[src/rtl/ring_pkg.sv]
// Shared definitions for the ring scan phase monitor: one-cold phase codes,
// the lock state encoding and a helper that classifies a sampled code.
package ring_pkg;

    localparam logic [3:0] PH0_CODE  = 4'b1110;
    localparam logic [3:0] PH1_CODE  = 4'b1101;
    localparam logic [3:0] PH2_CODE  = 4'b1011;
    localparam logic [3:0] PH3_CODE  = 4'b0111;
    localparam logic [3:0] IDLE_CODE = 4'b0000;

    typedef enum logic [1:0] {
        UNLOCKED = 2'd0,
        LOCKING  = 2'd1,
        LOCKED   = 2'd2
    } ring_state_t;

    // legal: one of the four one-cold codes (idx valid)
    // illegal: neither one-cold nor the idle 0000 pattern
    typedef struct packed {
        logic       legal;
        logic       illegal;
        logic [1:0] idx;
    } code_class_t;

    function automatic code_class_t classify(input logic [3:0] code);
        code_class_t c;
        c.legal   = 1'b1;
        c.illegal = 1'b0;
        c.idx     = 2'd0;
        case (code)
            PH0_CODE:  c.idx = 2'd0;
            PH1_CODE:  c.idx = 2'd1;
            PH2_CODE:  c.idx = 2'd2;
            PH3_CODE:  c.idx = 2'd3;
            IDLE_CODE: c.legal = 1'b0;
            default: begin
                c.legal   = 1'b0;
                c.illegal = 1'b1;
            end
        endcase
        return c;
    endfunction

endpackage

[src/rtl/ring_phase_monitor_if.sv]
// Bundle of the monitor's sample inputs and decoded/status outputs.
//
// Handshake: en is a one-directional sample strobe with no backpressure.
// p_in and clr_err are evaluated on every rising clk edge where en=1
// (clr_err on every edge regardless of en); all outputs are registered and
// reflect that sample one clock later. The monitor can never stall the source.
interface ring_phase_monitor_if #(
    parameter int ERR_W = 8
);
    import ring_pkg::*;

    logic             en;
    logic [3:0]       p_in;
    logic             clr_err;
    logic [1:0]       phase;
    logic             phase_vld;
    logic             locked;
    logic             seq_err;
    logic             ill_err;
    logic [ERR_W-1:0] err_cnt;
    ring_state_t      state;

    modport master (
        output en, p_in, clr_err,
        input  phase, phase_vld, locked, seq_err, ill_err, err_cnt, state
    );

    modport slave (
        input  en, p_in, clr_err,
        output phase, phase_vld, locked, seq_err, ill_err, err_cnt, state
    );

endinterface

[src/rtl/ring_phase_monitor_sat_counter.sv]
// Saturating up-counter with synchronous clear; clear has priority over inc.
module sat_counter #(
    parameter int W = 8
) (
    input  logic         clk,
    input  logic         reset,
    input  logic         inc,
    input  logic         clr,
    output logic [W-1:0] count
);

    // count events, stick at all-ones, clear wins over a coincident event
    always_ff @(posedge clk or posedge reset) begin
        if (reset) begin
            count <= '0;
        end else if (clr) begin
            count <= '0;
        end else if (inc && (count != {W{1'b1}})) begin
            count <= count + W'(1);
        end
    end

endmodule

[src/rtl/ring_phase_monitor.sv]
// Receive-side monitor for the 4-phase active-low ring scan generator.
// Decodes the one-cold phase bus, checks in-order advance, locks onto the
// sequence and reports sequence/illegal-code errors with a saturating count.
//
// Build option RING_MON_STICKY_EN: when defined, seq_err and ill_err are
// sticky levels cleared only by clr_err or reset; otherwise they are
// single-cycle pulses. err_cnt behaves the same in both builds.
module ring_phase_monitor
    import ring_pkg::*;
#(
    parameter int LOCK_CNT   = 4,
    parameter int ERR_W      = 8,
    parameter int ALLOW_HOLD = 0
) (
    input  logic                  clk,
    input  logic                  reset,
    ring_phase_monitor_if.slave   bus
);

    localparam logic [4:0] LOCK_TGT = 5'(LOCK_CNT);
    localparam logic       HOLD_OK  = (ALLOW_HOLD != 0);

    ring_state_t state_q;
    logic [3:0]  run_q;
    // phase_q is both the decoded output and the previous-phase reference
    logic [1:0]  phase_q;
    logic        phase_vld_q;
    logic        seq_q;
    logic        ill_q;

    code_class_t cls;
    logic        is_next;
    logic        is_hold;
    logic        seq_ev;
    logic        ill_ev;
    logic [4:0]  run_inc;

    // classify the sample and derive this cycle's error events
    always_comb begin
        cls     = classify(bus.p_in);
        is_next = (cls.idx == (phase_q + 2'd1));
        is_hold = HOLD_OK && (cls.idx == phase_q);
        run_inc = {1'b0, run_q} + 5'd1;
        seq_ev  = bus.en && cls.legal && (state_q != UNLOCKED) && !is_next && !is_hold;
        ill_ev  = bus.en && cls.illegal && (state_q != UNLOCKED);
    end

    // lock FSM with registered phase/status/error outputs
    always_ff @(posedge clk or posedge reset) begin
        if (reset) begin
            state_q     <= UNLOCKED;
            run_q       <= 4'd0;
            phase_q     <= 2'd0;
            phase_vld_q <= 1'b0;
            seq_q       <= 1'b0;
            ill_q       <= 1'b0;
        end else begin
`ifdef RING_MON_STICKY_EN
            if (bus.clr_err) begin
                seq_q <= 1'b0;
                ill_q <= 1'b0;
            end else begin
                if (seq_ev) seq_q <= 1'b1;
                if (ill_ev) ill_q <= 1'b1;
            end
`else
            seq_q <= seq_ev && !bus.clr_err;
            ill_q <= ill_ev && !bus.clr_err;
`endif
            if (bus.en) begin
                if (cls.legal) begin
                    phase_q     <= cls.idx;
                    phase_vld_q <= 1'b1;
                end else begin
                    phase_vld_q <= 1'b0;
                end
                case (state_q)
                    UNLOCKED: begin
                        if (cls.legal) begin
                            state_q <= LOCKING;
                            run_q   <= 4'd1;
                        end
                    end
                    LOCKING: begin
                        if (cls.legal) begin
                            if (is_next) begin
                                run_q <= run_inc[3:0];
                                if (run_inc >= LOCK_TGT) state_q <= LOCKED;
                            end else if (!is_hold) begin
                                // out of order: re-seed the run from this code
                                run_q <= 4'd1;
                            end
                        end else begin
                            state_q <= UNLOCKED;
                            run_q   <= 4'd0;
                        end
                    end
                    LOCKED: begin
                        if (cls.legal) begin
                            if (!is_next && !is_hold) begin
                                state_q <= LOCKING;
                                run_q   <= 4'd1;
                            end
                        end else begin
                            // illegal code or generator reset (idle) drops lock
                            state_q <= UNLOCKED;
                            run_q   <= 4'd0;
                        end
                    end
                    default: begin
                        state_q <= UNLOCKED;
                        run_q   <= 4'd0;
                    end
                endcase
            end
        end
    end

    sat_counter #(
        .W (ERR_W)
    ) u_err_cnt (
        .clk   (clk),
        .reset (reset),
        .inc   (seq_ev | ill_ev),
        .clr   (bus.clr_err),
        .count (bus.err_cnt)
    );

    assign bus.phase     = phase_q;
    assign bus.phase_vld = phase_vld_q;
    assign bus.locked    = (state_q == LOCKED);
    assign bus.seq_err   = seq_q;
    assign bus.ill_err   = ill_q;
    assign bus.state     = state_q;

endmodule

[src/flat_wrapper.sv]
// flat-port wrapper written by rule: the top's interface ports become plain ports
module ring_phase_monitor_flat import ring_pkg::*;
#(
    parameter int LOCK_CNT   = 4,
    parameter int ERR_W      = 8,
    parameter int ALLOW_HOLD = 0
)
  (clk, reset, bus_en, bus_p_in, bus_clr_err, bus_phase, bus_phase_vld, bus_locked, bus_seq_err, bus_ill_err, bus_err_cnt, bus_state);
  ring_phase_monitor_if #(.ERR_W(ERR_W)) bus_i ();
  input  logic clk;
  input  logic reset;
  input wire logic [$bits(bus_i.en)-1:0] bus_en;
  input wire logic [$bits(bus_i.p_in)-1:0] bus_p_in;
  input wire logic [$bits(bus_i.clr_err)-1:0] bus_clr_err;
  output wire logic [$bits(bus_i.phase)-1:0] bus_phase;
  output wire logic [$bits(bus_i.phase_vld)-1:0] bus_phase_vld;
  output wire logic [$bits(bus_i.locked)-1:0] bus_locked;
  output wire logic [$bits(bus_i.seq_err)-1:0] bus_seq_err;
  output wire logic [$bits(bus_i.ill_err)-1:0] bus_ill_err;
  output wire logic [$bits(bus_i.err_cnt)-1:0] bus_err_cnt;
  output wire logic [$bits(bus_i.state)-1:0] bus_state;
  assign bus_i.en = bus_en;
  assign bus_i.p_in = bus_p_in;
  assign bus_i.clr_err = bus_clr_err;
  assign bus_phase = bus_i.phase;
  assign bus_phase_vld = bus_i.phase_vld;
  assign bus_locked = bus_i.locked;
  assign bus_seq_err = bus_i.seq_err;
  assign bus_ill_err = bus_i.ill_err;
  assign bus_err_cnt = bus_i.err_cnt;
  assign bus_state = bus_i.state;
  ring_phase_monitor #(.LOCK_CNT(LOCK_CNT), .ERR_W(ERR_W), .ALLOW_HOLD(ALLOW_HOLD)) u_core (.clk(clk), .reset(reset), .bus(bus_i));
endmodule
[config.mk]
export PLATFORM = sky130hd
export DESIGN_NAME = ring_phase_monitor_flat
export DESIGN_NICKNAME = d
export VERILOG_FILES = /design/src/rtl/ring_pkg.sv /design/src/rtl/ring_phase_monitor_if.sv /design/src/rtl/ring_phase_monitor_sat_counter.sv /design/src/rtl/ring_phase_monitor.sv /design/src/flat_wrapper.sv
export SDC_FILE = /design/constraint.sdc
export NUM_CORES = 1
export LEC_CHECK = 0
export ABC_AREA = 0
export CAP_MARGIN = 20
export CORE_ASPECT_RATIO = 1.2
export CORE_UTILIZATION = 59
export CTS_BUF_LIST = sky130_fd_sc_hd__clkbuf_8
export DETAILED_ROUTE_END_ITERATION = 16
export HOLD_SLACK_MARGIN = 0.15
export PLACE_DENSITY_LB_ADDON = 0.12
export SYNTH_ARGS = -nofsm -noshare
export SYNTH_HDL_FRONTEND = slang
export SYNTH_HIERARCHICAL = 1
export SYNTH_SLANG_ARGS = --single-unit
[constraint.sdc]
create_clock -name clk -period 7.9 [get_ports clk]
set_clock_uncertainty 0.15 [all_clocks]
set_input_delay 1.58 -clock clk [delete_from_list [all_inputs] [get_ports clk]]
set_output_delay 1.58 -clock clk [all_outputs]
set_load 0.05 [all_outputs]
# After elaboration in Yosys (flattened, before gate mapping)
# Index checks and enable logic that the tools add are counted.
[word_totals]
register_bits = 19
in_bits = 8
out_inout_bits = 16
word_cells = 62
[op_classes]
n_addsub = 3
order_cmp = 1
n_eq_ne = 12
muxes = 19
n_bitwise = 1
n_reduce_logical = 19
[op_table]
columns = ["cell", "n"]
rows = [
  ["$mux 4", 5],
  ["$mux 8", 2],
  ["$eq 4x4->1 const B", 3],
  ["$mux 2", 6],
  ["$pmux 2 s3", 2],
  ["$pmux 4 s3", 1],
  ["$ne 3x3->1 const B", 3],
  ["$add 8x1->8 const B", 1],
  ["$logic_and 1x1->1", 8],
  ["$ne 8x8->1 const B", 1],
  ["$add 4x1->5 const B", 1],
  ["$ge 5x3->1 const B", 1],
  ["$reduce_and 5->1", 1],
  ["$reduce_or 5->1", 1],
  ["$eq 4x3->1 const B", 1],
  ["$logic_not 4->1", 1],
  ["$reduce_bool 2->1", 2],
  ["$reduce_or 4->1", 1],
  ["$mux 1", 3],
  ["$reduce_and 3->1", 1],
  ["$add 2x1->2 const B", 1],
  ["$eq 2x1->1 const B", 1],
  ["$eq 2x2->1", 1],
  ["$eq 2x2->1 const B", 1],
  ["5 further kinds", 6],
]

# Longest topological paths before layout
# Gate-level depths: netlist (run 1).
[logic_depth]
word_depth = 10
ltp_mapped = 9
depth_no_buf = 8

# Modules after synthesis
# The synthesis (run 1) kept the hierarchy.
[by_module_without_submodules]
columns = ["module", "instances", "cells_each", "area_each_um2", "seq_area_each_um2"]
rows = [
  ["ring_phase_monitor", 1, 100, 879.6, 275.3],
  ["sat_counter", 1, 49, 504.2, 200.2],
]

# Worst setup path after synthesis (run 1)
# OpenSTA, ideal clock, no wires.
[synth_path]
path_kind = "in2reg"
start = "input port bus_p_in[1]"
end = "register u_core.u_err_cnt.count[5]"
setup_time_ps = 125
arrival_time_ps = 3609
t_required_ps = 7625
setup_slack_ps = 4016
path_stages = 9
path_buffers = 1
path_cell_list = "buf_2 > and3b_1 > o2111ai_2 > nand3_4 > a21o_1 > a211oi_2 > nand4_1 > a211oi_2 > mux2_4"
[synth_between]
elab_chain_cells = 9
elab_cells_between_ends = 20
cone_classes = "eq/ne (5); mux (3); bitwise (1); reduce/logical (11)"
[synth_rtl]
columns = ["item", "line", "rtl"]
rows = [
  ["start: declaration", "flat_wrapper.sv:13", "input wire logic [$bits(bus_i.p_in)-1:0] bus_p_in;"],
  ["$eq 4x4->1 / $eq 4x3->1 (equally long branches)", "ring_pkg.sv:30", "case (code)"],
  ["$reduce_or 4->1 (no line)", "-", ""],
  ["$mux 1", "ring_pkg.sv:30", ""],
  ["$logic_and 1x1->1 (3 in series)", "ring_phase_monitor.sv:44", "seq_ev = bus.en && cls.legal && (state_q != UNLOCKED) && !is_next && !is_hold;"],
  ["$or 1x1->1 (*)", "ring_phase_monitor.sv:124", ".inc (seq_ev | ill_ev),"],
  ["$logic_and 1x1->1 (*)", "ring_phase_monitor_sat_counter.sv:18", "end else if (inc && (count != {W{1'b1}})) begin"],
  ["$reduce_bool 2->1 (no line) (*)", "-", ""],
  ["end signal: assignment", "ring_phase_monitor_sat_counter.sv:19", "count <= count + W'(1);"],
  ["end: declaration", "ring_phase_monitor_sat_counter.sv:9", "output logic [W-1:0] count"],
]
# Every way passes the cells marked *; elsewhere a longest branch is shown, timed or not.
# A chain may end at the register's enable or synchronous reset.

# Final worst setup path (run 1)
[layout_path]
start = "input port bus_p_in[3]"
end = "register u_core.u_err_cnt.count[5]"
# The elaborated chain is that of the path after synthesis.

==> results of run 1 <==
worst min-delay path: stages, from the launching register on:
cell and delay [ns]:
dfrtp_1 0.40, nor2_1 0.10, a21oi_1 0.05
per-stage QoR:
stage / util / hold slack [ns] / instance area, um2 / power, mW / cells
global route: 0.771 / 0.447 / 1650 / 0.239 / 199
detailed placement: 0.750 / 0.415 / 1600 / 0.161 / 195
global placement: 0.750 / 0.380 / 1600 / 0.160 / 195
CTS: 0.771 / 0.428 / 1650 / 0.229 / 199
floorplan: - / 0.384 / 1380 / 0.146 / 149
finish: 0.771 / 0.438 / 1650 / 0.228 / 199
cells in the final DEF, fill, tap and decap left out, types with 2 or more instances in the layout:
cell type,instances
clkdlybuf4s50_1,23
dfrtp_1,19
inv_1,11
a21oi_1,11
nor2_1,11
nand2_1,9
o21ai_0,8
nand4_1,6
nand3_1,6
and3_1,5
nor3_1,4
nor2b_1,4
mux2_4,4
clkbuf_8,3
ha_1,3
nand2b_1,2
o211ai_1,2
mux2i_1,2
a211oi_2,2
o211a_1,2
a22o_1,2
a41oi_1,2
a21oi_2,2
layer usage:
| layer | vias up | wire, um | track usage | share of wire |
|---|---|---|---|---|
| li1 | 597 | - | - | - |
| met3 | 8 | 111 | 0.0292 | 0.037 |
| met4 | 0 | 59 | 0.137 | 0.019 |
| met2 | 45 | 1510 | 0.437 | 0.50 |
| met5 | - | 0 | 0 | 0 |
| met1 | 591 | 1360 | 0.323 | 0.45 |
kinds of logic (layout without fill, tap and decap cells):
family	count (synthesis)	after routing	share of synthesized area
AOI/OAI and AO/OA	44	44	0.258
adders and majority gates	3	3	0.0271
and+or+nand+nor	58	58	0.243
DFF	19	19	0.344
xor gates and xnor gates	1	1	0.00633
muxes	6	6	0.0579
buffers and inverters	18	38	0.0642
state kept, by name (all words and copies together) (netlist names):
name                    flops
u_core/bus.phase_vld        1
u_core/bus.seq_err          1
u_core/bus.state            2
u_core/bus.phase            2
u_core/u_err_cnt/count      8
u_core/bus.ill_err          1
u_core/run_q                4
cells in the mapped netlist, types with 3 or more instances:
cell type	number
nand3_1	6
nand2_1	9
mux2_4	4
ha_1	3
and3_1	5
a21oi_1	11
o21ai_0	8
nand4_1	6
nor2b_1	4
inv_1	11
dfrtp_1	19
nor2_1	11
nor3_1	4
layout make-up:
type / instances / area (um2) / area share
Multi-Input combinational cell: 112 / 820 / 0.497
Timing Repair Buffer: 23 / 230 / 0.139
Clock buffer: 3 / 41.3 / 0.0250
Clock inverter: 1 / 5.00 / 0.00303
Inverter: 11 / 41.3 / 0.0250
Sequential cell: 19 / 475 / 0.288
Tap cell: 30 / 37.5 / 0.0227
where the power goes:
part           internal [mW]  total [mW]  switching (mW)
Sequential             0.101       0.108         0.00689
Combinational         0.0202      0.0522          0.0320
Clock                 0.0350      0.0677          0.0327
worst min path at each step:
stage                     cells past startpoint                  from              endpoint  slack, ns
after floorplan                               2       u_core/run_q[3]       u_core/run_q[3]       0.38
after global placement                        2  u_core/bus.phase_vld  u_core/bus.phase_vld       0.38
after detailed placement                      2  u_core/bus.phase_vld  u_core/bus.phase_vld       0.41
after CTS                                     2  u_core/bus.phase_vld  u_core/bus.phase_vld       0.43
after global routing                          2  u_core/bus.phase_vld  u_core/bus.phase_vld       0.45
final                                         2  u_core/bus.phase_vld  u_core/bus.phase_vld       0.44
==> impl_metrics.tcl, run 1 <==
set metrics [dict create \
    outcome "finished, final reports clean" \
    synth_area_per_cell_um2 9.29 \
    vdd_drop_max_v 0.0000967 \
    synthTopCellsByArea "dfrtp_1 34%, mux2_4 4.3%, a21oi_1 4.0%" \
    cts-root-buf "clkbuf_8" \
    cts_max_path_buffers 2 \
    fin_crit_ns 4.55 \
    path_cells "clkdlybuf4s50_1 -> o21ai_0 -> o311ai_4 -> nand3_4 -> a21o_1 -> a211oi_2 -> nand4_1 -> a211oi_2 -> mux2_4" \
    r2r-end "u_core/u_err_cnt/count[5]" \
    htree_levels 1 \
    cap_violations 0 \
    post-dp-hpwl_um 2240 \
    insertedDiodeCount 0 \
    clock_sinks 19 \
    antenna_left 0 \
    cts_tree "yes" \
    postSynth.asyncResetShare 1.00 \
    clk_pin_slew_worst_paths_ns 0.07 \
    yosys_register_bits 19 \
    max_stage_delay_ns 0.74 \
    ys_seq_area_frac 0.344 \
    viasPerCell 6.24 \
    crit_path_end "u_core/u_err_cnt/count[5]" \
    cts_hold_buf 0 \
    drive_gt1_frac 0.112 \
    setup_ws_ns 3.35 \
    fin_nets 181 \
    detail_route.wl_per_cell_um 15.3 \
    pre_cts_ws_ns 3.10 \
    cts_made_buffers 3 \
    clkLatencyLatePin_ns 0.25 \
    tightest_slew_ns 0.614 \
    cp_num_buf_inv 1 \
    grt-ovfl-total 0 \
    synth-edff-count 0 \
    vias 1241 \
    min_path_type "reg2reg" \
    area_growth_pct 19.3 \
    synth_cell_type_count 50 \
    num_io_pins 24 \
    max_freq_mhz 220 \
    synth_top_area_frac 0.344 \
    crit_cells 9 \
    die_w_um 46.2 \
    grt_pass1_wl_um 4760 \
    rows 18 \
    gp_congestion 0.866 \
    rsz0062_at_grt "no" \
    post_cts_buffers 0 \
    arrival_ns 4.54 \
    grt_max_degree 15 \
    relSlewSlack 0.586 \
    io_buffers 23 \
    reg2regPathDepth 8 \
    route.detailed.drc 0 \
    fillCellCount 152 \
    r2r_slack_ns 5.05 \
    synth_nets 160 \
    end_kind "flip-flop" \
    grt_pass1_vias 1076 \
    slew_violations 0 \
    synth_ff_type "dfrtp_1" \
    cp-start-kind "input pin" \
    path_max_fanout 13 \
    dr.first_iter.drc_count 37 \
    cp_common_cell "a211oi_2" \
    cts_resized 0 \
    antenna_found_initial 0 \
    drt-pass1-iter-count 4 \
    dieArea_um2 2540 \
    synth_cells 149 \
    critPathLaunch "bus_p_in[3]" \
    crit_required_ns 7.89 \
    grt.total_usage 0.260 \
    cp_top_family "compound AO/OA/AOI/OAI gates" \
    drt-total-wl_um 3040 \
    setup_viol 0 \
    rr_startpoint "u_core/bus.phase[0]" \
    initial_core_util 0.647 \
    path_class "in2reg" \
    coreArea_um2 2140 \
    yosys.area.top_type "dfrtp_1" \
    hold_viol_final 0 \
    p_leak_nw 0.703 \
    die_h_um 55.1 \
    power_density_nw_per_um2 138 \
    ys_warn_count 6 \
    syn-cell-area_um2 1380 \
    fin_crit_sh 0.576 \
    totalNegativeSetupSlack_ns 0 \
    cpMaxStageDelayCell "clkdlybuf4s50_1" \
]
Power figures use the tool's default switching activity.
==> inputs of run 2 (changes only) <==
--- a/config.mk
+++ b/config.mk
@@ -8,7 +8,7 @@
 export ABC_AREA = 0
 export CAP_MARGIN = 20
 export CORE_ASPECT_RATIO = 1.2
-export CORE_UTILIZATION = 59
+export CORE_UTILIZATION = 49
 export CTS_BUF_LIST = sky130_fd_sc_hd__clkbuf_8
 export DETAILED_ROUTE_END_ITERATION = 16
 export HOLD_SLACK_MARGIN = 0.15
==> constraint.sdc (replaced) <==
create_clock -name clk -period 3.8 [get_ports clk]
set_clock_uncertainty 0.15 [all_clocks]
set_input_delay 0.76 -clock clk [delete_from_list [all_inputs] [get_ports clk]]
set_output_delay 0.76 -clock clk [all_outputs]
set_load 0.05 [all_outputs]
==> impl_metrics.tcl, run 2 (synthesized netlist as in run 1, its figures left out) <==
set metrics [dict create \
    hold_viol_final 0 \
    min_path_type "reg2reg" \
    r2r-end "u_core/u_err_cnt/count[5]" \
    area_growth_pct 22.2 \
    dr.first_iter.drc_count 29 \
    clk_pin_slew_worst_paths_ns 0.07 \
    num_io_pins 24 \
    drt-pass1-iter-count 4 \
    totalNegativeSetupSlack_ns 0 \
    post_cts_buffers 0 \
    die_h_um 60.2 \
    path_cells "clkdlybuf4s50_1 -> a21oi_1 -> o311ai_4 -> nand3_4 -> a21o_1 -> a211oi_2 -> nand4_1 -> a211oi_2 -> mux2_4" \
    fin_crit_sh 0.882 \
    r2r_slack_ns 1.13 \
    critPathLaunch "bus_p_in[1]" \
    reg2regPathDepth 8 \
    insertedDiodeCount 0 \
    cts_tree "yes" \
    setup_ws_ns 0.448 \
    relSlewSlack 0.651 \
    htree_levels 1 \
    final_cell_mix "23 x clkdlybuf4s50_1, 19 x dfrtp_1, 12 x inv_1" \
    path_class "in2reg" \
    cp_top_family "compound AO/OA/AOI/OAI gates" \
    viasPerCell 6.04 \
    crit_required_ns 3.79 \
    die_w_um 50.5 \
    cap_violations 0 \
    slew_violations 0 \
    fillCellCount 238 \
    grt_pass1_wl_um 5140 \
    tightest_slew_ns 0.524 \
    drive_gt1_frac 0.132 \
    end_kind "flip-flop" \
    outcome "finished, final reports clean" \
    p_leak_nw 0.729 \
    cts_hold_buf 0 \
    post-dp-hpwl_um 2320 \
    grt.total_usage 0.223 \
    detail_route.wl_per_cell_um 14.9 \
    grt_max_degree 13 \
    drt-total-wl_um 3090 \
    path_max_fanout 11 \
    crit_path_end "u_core/u_err_cnt/count[5]" \
    holdCritStartpoint "u_core/bus.phase_vld" \
    setup_viol 0 \
    gp_congestion 0.792 \
    clkLatencyLatePin_ns 0.25 \
    top_regs "u_core/u_err_cnt/count x8, u_core/run_q x4" \
    rows 20 \
    antenna_left 0 \
    cp_num_buf_inv 1 \
    max_freq_mhz 298 \
    multiInputGateArea_um2 820 \
    vias 1250 \
    cts-root-buf "clkbuf_8" \
    cts_made_buffers 3 \
    cts_max_path_buffers 2 \
    antenna_found_initial 0 \
    vdd_drop_max_v 0.000154 \
    final_common_cell "clkdlybuf4s50_1" \
    route.detailed.drc 0 \
    cts_resized 0 \
    crit_cells 9 \
    cpMaxStageDelayCell "clkdlybuf4s50_1" \
    grt_pass1_vias 1142 \
    coreArea_um2 2600 \
    fin_crit_ns 3.35 \
    largest_reg_flops 8 \
    cp-start-kind "input pin" \
    top_register "u_core/u_err_cnt/count" \
    rsz0062_at_grt "no" \
    dieArea_um2 3040 \
    grt-ovfl-total 0 \
    initial_core_util 0.532 \
    pre_cts_ws_ns 0.179 \
    io_buffers 23 \
    rr_startpoint "u_core/bus.phase[0]" \
    fin_nets 186 \
    register_area_um2 475 \
    max_stage_delay_ns 0.67 \
    arrival_ns 3.34 \
    cp_common_cell "a211oi_2" \
    power_density_nw_per_um2 280 \
    clock_sinks 19 \
]
run 2: changes by cell type in the layout (fill, tap and decap cells not counted):
cell / delta
clkinv_2: -1
buf_4: +5
inv_1: +1
run 2: final cells by class:
| type | count | share of cell area |
|---|---|---|
| clock inverter | 1 | 0.00222 |
| tap | 33 | 0.0244 |
| multi-input combinational | 112 | 0.485 |
| timing repair buffer | 28 | 0.158 |
| inverter | 11 | 0.0244 |
| sequential | 19 | 0.281 |
| clock buffer | 3 | 0.0244 |
run 2: power breakdown:
| group | internal [mW] | total (mW) | switching [mW] |
|---|---|---|---|
| registers | 0.210 | 0.224 | 0.0144 |
| clock network | 0.0717 | 0.137 | 0.0657 |
| logic | 0.0457 | 0.112 | 0.0662 |
run 2: worst min path at each step:
| stage | depth (start not counted) | to |
|---|---|---|
| floorplan | 2 | u_core/run_q[3] |
| finish | 2 | u_core/bus.phase_vld |
| detailed placement | 2 | u_core/bus.phase_vld |
| global placement | 2 | u_core/bus.phase_vld |
| CTS | 2 | u_core/bus.phase_vld |
| global route | 2 | u_core/bus.phase_vld |
run 2: worst register-to-register path: stages (launching register included):
cell	delay, ns
dfrtp_1	0.47
and3b_1	0.22
o2111ai_2	0.31
nand3_4	0.16
a21o_1	0.20
a211oi_2	0.23
nand4_1	0.21
a211oi_2	0.28
mux2_4	0.32
run 2: metrics by stage:
| stage | hold slack (ns) | util | cells | total power [mW] | cell area, um2 |
|---|---|---|---|---|---|
| after global routing | 0.455 | 0.650 | 207 | 0.498 | 1690 |
| after global placement | 0.363 | 0.632 | 203 | 0.337 | 1650 |
| after detailed placement | 0.424 | 0.632 | 203 | 0.340 | 1650 |
| after CTS | 0.434 | 0.650 | 207 | 0.481 | 1690 |
| final | 0.421 | 0.650 | 207 | 0.474 | 1690 |
| after floorplan | 0.384 | - | 149 | 0.304 | 1380 |
run 2: layer usage:
layer  vias up  wire [um]  global-route usage
met2        42       1650               0.423
li1        606          -                   -
met4         0         17              0.0714
met1       600       1290               0.266
met3         2        132              0.0153
met5         -          0                   0
